[src/rtl/reg_file_onehot_if.sv]
// Bus bundle for the one-hot register file: the write-back write port, two read
// indices and the read data / error flag returned by the register file.
interface reg_file_onehot_if #(
  parameter int unsigned WIDTH = 32
);
  logic             regWrite;
  logic [7:0]       decOut;
  logic [WIDTH-1:0] writeData;
  logic [2:0]       srcReg1;
  logic [2:0]       srcReg2;
  logic [WIDTH-1:0] regData1;
  logic [WIDTH-1:0] regData2;
  logic             wrErr;

  // Write-back stage / reader side
  modport master (
    output regWrite, decOut, writeData, srcReg1, srcReg2,
    input  regData1, regData2, wrErr
  );

  // Register file side
  modport slave (
    input  regWrite, decOut, writeData, srcReg1, srcReg2,
    output regData1, regData2, wrErr
  );
endinterface

[src/rtl/reg_file_onehot.sv]
// Eight-entry register file written through a one-hot select vector.
// Two combinational read ports with same-cycle write-through bypass, and a
// sticky flag for write attempts whose select is not exactly one-hot.
module reg_file_onehot #(
  parameter int unsigned WIDTH = 32
) (
  input logic              clk,
  input logic              reset,
  reg_file_onehot_if.slave bus
);
  localparam int NumRegs = 8;

  logic [WIDTH-1:0] regs_q [NumRegs];
  logic [WIDTH-1:0] regs_d [NumRegs];
  logic             wr_err_q;
  logic             wr_err_d;
  logic             sel_valid;
  logic             wr_fire;
  logic             wr_bad;
  logic             byp1;
  logic             byp2;

  // Classify the select: nonzero and clearing its lowest set bit leaves zero.
  always_comb begin
    sel_valid = (bus.decOut != 8'd0) && ((bus.decOut & (bus.decOut - 8'd1)) == 8'd0);
    wr_fire   = bus.regWrite && sel_valid;
    wr_bad    = bus.regWrite && !sel_valid;
  end

  // Next-state: only the selected register loads on a valid write; error is sticky.
  always_comb begin
    for (int i = 0; i < NumRegs; i++) begin
      regs_d[i] = (wr_fire && bus.decOut[i]) ? bus.writeData : regs_q[i];
    end
    wr_err_d = wr_err_q | wr_bad;
  end

  // State registers; asynchronous reset clears storage and the error flag.
  always_ff @(posedge clk or posedge reset) begin
    if (reset) begin
      for (int i = 0; i < NumRegs; i++) begin
        regs_q[i] <= '0;
      end
      wr_err_q <= 1'b0;
    end else begin
      for (int i = 0; i < NumRegs; i++) begin
        regs_q[i] <= regs_d[i];
      end
      wr_err_q <= wr_err_d;
    end
  end

  // Read ports: the value being written this cycle wins over the stored one.
  always_comb begin
    byp1         = wr_fire && bus.decOut[bus.srcReg1];
    byp2         = wr_fire && bus.decOut[bus.srcReg2];
    bus.regData1 = byp1 ? bus.writeData : regs_q[bus.srcReg1];
    bus.regData2 = byp2 ? bus.writeData : regs_q[bus.srcReg2];
    bus.wrErr    = wr_err_q;
  end
endmodule
[src/flat_wrapper.sv]
// flat-port wrapper written by rule: the top's interface ports become plain ports
module reg_file_onehot_flat 
#(
  parameter int unsigned WIDTH = 32
)
  (clk, reset, bus_regWrite, bus_decOut, bus_writeData, bus_srcReg1, bus_srcReg2, bus_regData1, bus_regData2, bus_wrErr);
  reg_file_onehot_if #(.WIDTH(WIDTH)) bus_i ();
  input logic clk;
  input logic reset;
  input wire logic [$bits(bus_i.regWrite)-1:0] bus_regWrite;
  input wire logic [$bits(bus_i.decOut)-1:0] bus_decOut;
  input wire logic [$bits(bus_i.writeData)-1:0] bus_writeData;
  input wire logic [$bits(bus_i.srcReg1)-1:0] bus_srcReg1;
  input wire logic [$bits(bus_i.srcReg2)-1:0] bus_srcReg2;
  output wire logic [$bits(bus_i.regData1)-1:0] bus_regData1;
  output wire logic [$bits(bus_i.regData2)-1:0] bus_regData2;
  output wire logic [$bits(bus_i.wrErr)-1:0] bus_wrErr;
  assign bus_i.regWrite = bus_regWrite;
  assign bus_i.decOut = bus_decOut;
  assign bus_i.writeData = bus_writeData;
  assign bus_i.srcReg1 = bus_srcReg1;
  assign bus_i.srcReg2 = bus_srcReg2;
  assign bus_regData1 = bus_i.regData1;
  assign bus_regData2 = bus_i.regData2;
  assign bus_wrErr = bus_i.wrErr;
  reg_file_onehot #(.WIDTH(WIDTH)) u_core (.clk(clk), .reset(reset), .bus(bus_i));
endmodule
[config.mk]
export PLATFORM = sky130hd
export DESIGN_NAME = reg_file_onehot_flat
export DESIGN_NICKNAME = d
export VERILOG_FILES = /design/src/rtl/reg_file_onehot_if.sv /design/src/rtl/reg_file_onehot.sv /design/src/flat_wrapper.sv
export SDC_FILE = /design/constraint.sdc
export NUM_CORES = 1
export LEC_CHECK = 0
export CORE_MARGIN = 2
export CORE_UTILIZATION = 59
export DETAILED_ROUTE_END_ITERATION = 12
export GPL_TIMING_DRIVEN = 0
export PLACE_DENSITY = 0.81
export SYNTH_ARGS = -nofsm -noshare
export SYNTH_HDL_FRONTEND = slang
export SYNTH_SLANG_ARGS = --single-unit
[constraint.sdc]
create_clock -name clk -period 9.4 [get_ports clk]
set_input_delay 0.94 -clock clk [delete_from_list [all_inputs] [get_ports clk]]
set_output_delay 0.94 -clock clk [all_outputs]
set_load 0.02 [all_outputs]
==> impl_metrics.py <==
metrics = {
    "sta": {
        "skew_ns": 0,
        "tightest_slew_ns": 1.15,
        "setup_slack_ns": 3.45,
        "slew_violations": 0,
        "fmax_mhz": 168,
        "fin_crit_sh": 0.633,
        "final.setup.tns_ns": 0,
        "rsz0062_at_grt": "no",
        "finalSetupViolCount": 0,
        "maxSlewHeadroom": 0.233,
        "hold_viol": 0,
        "min_period_ns": 5.95,
    },
    "pwr": {
        "power_leakage_nw": 7.61,
        "ir_drop_mv": 0.145,
        "power.density_nw_per_um2": 176,
    },
    "grt": {
        "grt-ovfl-total": 0,
        "grt_max_degree": 110,
        "grt_pass1_wl_um": 58300,
        "grt_pass1_vias": 9684,
        "antenna_found_initial": 1,
        "groute.usage.overall": 0.295,
    },
    "finish": {
        "drive_above_1_share": 0.582,
        "syn_to_final_growth_pct": 14.7,
        "fill_cells": 1641,
        "final_nets": 1077,
    },
    "route": {
        "antenna_left": 0,
        "drt_wl_total_um": 36900,
        "dr.pass1.iters": 5,
        "via_count": 9019,
        "drc_errors": 0,
        "routedWlPerCell_um": 26.8,
        "drtIter0Drc": 728,
        "viasPerCell": 6.56,
    },
    "synth": {
        "syn_avg_cell_area_um2": 15.9,
        "yosys.cell_types.count": 34,
        "synth-seq-area-share": 0.439,
        "ys_seq_elements": 257,
        "synth_top_area_frac": 0.439,
        "yosys_warnings": 0,
        "synth_fp_nets": 971,
        "synthTopCellsByArea": "dfrtp_1 44%, mux2_2 27%, mux4_2 20%",
        "netlist_instances": 922,
        "synth.largest_area_cell": "dfrtp_1",
        "synth_area_um2": 14600,
    },
    "setup_path": {
        "cp_data_arrival_time_ns": 5.01,
        "r2r_setup_slack_ns": 8.54,
        "reg2reg_depth": 1,
        "worstPathRequired_ns": 8.46,
        "cp-end-kind": "primary output",
        "path_class": "in -> out",
        "startpoint_type": "primary input",
        "r2r-end": "u_core.regs_q[151]$_DFFE_PP0P_",
        "timing.rr.start": "u_core.regs_q[151]$_DFFE_PP0P_",
        "crit_fanout": 10,
    },
    "placed_design": {
        "dp_hpwl_um": 23000,
        "pre_cts_ws_ns": 3.62,
        "globalplace.congestion": 0.797,
        "portBuffers": 74,
    },
    "clock_tree": {
        "clock_latency_ns": 0.54,
        "cts_tree": "done",
        "htreeDepth": 1,
        "cts_setup_buffers": 0,
        "cts_buffers": 28,
        "ctsHoldBuffers": 0,
        "clkTransAtPathRegs_ns": 0.06,
        "clk_path_buf_depth": 3,
        "cts.sinks": 257,
        "root_buffer": "clkbuf_16",
        "cts_resized": 0,
    },
    "die": {
        "dieWidth_um": 162,
        "ios": 114,
        "fp.dieArea_um2": 26100,
        "initial_utilization": 0.602,
        "die_height_um": 162,
        "core_um2": 24300,
        "rows": 57,
    },
    "flow_run": {
        "max-cap-violations": 0,
    },
    "worst_hold_path": {
        "worstHoldStart": "u_core.bus.wrErr$_DFF_PP0_",
        "min_path_type": "reg -> reg",
        "whs_path_depth": 1,
        "hold_end": "u_core.bus.wrErr$_DFF_PP0_",
    },
    "run_status": {
        "status": "finished clean",
    },
}
==> metal layers <==
metal | track usage | wire length [µm]
met1 | 0.412 | 15400
met2 | 0.488 | 18100
met3 | 0.0465 | 2270
met4 | 0.0828 | 1070
met5 | 0 | 0
==> report_power, final <==
part / leakage, nW / total, W / internal [W] / switching (W)
logic: 3.66 / 0.000536 / 0.000310 / 0.000226
clock network: 0.465 / 0.00112 / 0.000667 / 0.000453
registers: 3.49 / 0.00129 / 0.00121 / 0.0000809
==> worst max-delay path: stages <==
cell,delay [ns]
clkdlybuf4s50_1,0.58
buf_2,0.41
clkbuf_1,0.69
buf_1,0.79
mux4_2,0.42
mux2_2,0.29
mux2_1,0.32
clkdlybuf4s50_1,0.55
==> cells in the final DEF, fill, tap and decap left out, drive strengths merged <==
cell / instances
xor2: 1
o211a: 1
clkbuf: 63
o21ai: 6
clkinvlp: 1
xnor2: 1
nor3: 3
mux4: 132
nor2b: 2
nor4bb: 1
or4: 1
clkinv: 7
a221oi: 1
nor4: 1
maj3: 1
a211oi: 1
nand4b: 1
a311o: 1
bufinv: 2
mux2: 384
dfrtp: 257
or2: 1
clkdlybuf4s50: 74
nor2: 4
or3: 2
nor3b: 4
inv: 2
mux2i: 2
diode: 1
a21oi: 2
buf: 86
nand2: 5
==> area by class of cell <==
class | instances | area (µm²) | area share
Antenna cell | 1 | 2.50 | 0.000149
Buffer | 105 | 472 | 0.0281
Clock buffer | 42 | 835 | 0.0497
Clock inverter | 10 | 106 | 0.00633
Inverter | 2 | 15.0 | 0.000894
Multi-Input combinational cell | 558 | 7730 | 0.460
Sequential cell | 257 | 6430 | 0.383
Tap cell | 324 | 405 | 0.0241
Timing Repair Buffer | 76 | 796 | 0.0474
==> sequential cells by signal, summed over array words and instances (netlist names) <==
name,flops
u_core.regs_q,256
u_core.bus.wrErr,1
==> cells in the mapped netlist (all sizes together) <==
master and n:
a211oi 1, a21oi 2, a221oi 1, a311o 1, buf 84, clkbuf 21
dfrtp 257, inv 2, maj3 1, mux2 384, mux2i 2, mux4 132
nand2 5, nand4b 1, nor2 4, nor2b 2, nor3 3, nor3b 4
nor4 1, nor4bb 1, o211a 1, o21ai 6, or2 1, or3 2
or4 1, xnor2 1, xor2 1
==> metrics by stage <==
step / cell area (µm²) / std cells / util / hold slack [ns] / total power (W)
after floorplan: 14600 / 922 / - / 0.470 / 0.00167
after global placement: 15800 / 1320 / 0.649 / 0.480 / 0.00182
after detailed placement: 15800 / 1322 / 0.652 / 0.497 / 0.00184
after CTS: 16800 / 1374 / 0.690 / 0.510 / 0.00296
after global routing: 16800 / 1375 / 0.690 / 0.526 / 0.00306
final: 16800 / 1375 / 0.690 / 0.507 / 0.00295
==> worst max path at each step <==
stage | from | endpoint | slack, ns | depth (start not counted)
6_report | bus_srcReg1[2] | bus_regData1[23] | 3.45 | 8
4_1_cts | bus_srcReg1[2] | bus_regData1[23] | 3.55 | 8
5_1_grt | bus_srcReg1[2] | bus_regData1[23] | 3.42 | 8
3_3_place_gp | reset | u_core.regs_q[205]$_DFFE_PP0P_ | -1.84 | 2
2_1_floorplan | reset | u_core.bus.wrErr$_DFF_PP0_ | 1.39 | 1
3_5_place_dp | bus_srcReg1[2] | bus_regData1[23] | 3.62 | 8
==> kinds of logic (layout without fill, tap and decap cells) <==
group | after synthesis | after routing | synth area share
and+or+nand+nor | 25 | 25 | 0.0126
adders and majority gates | 1 | 1 | 0.000684
buffers and inverters | 107 | 235 | 0.0327
muxes | 518 | 518 | 0.508
DFF | 257 | 257 | 0.439
other | 0 | 1 | 0
xor gates and xnor gates | 2 | 2 | 0.00120
AOI/OAI and AO/OA | 12 | 12 | 0.00598
No activity file was read; power rests on OpenSTA's default activity.
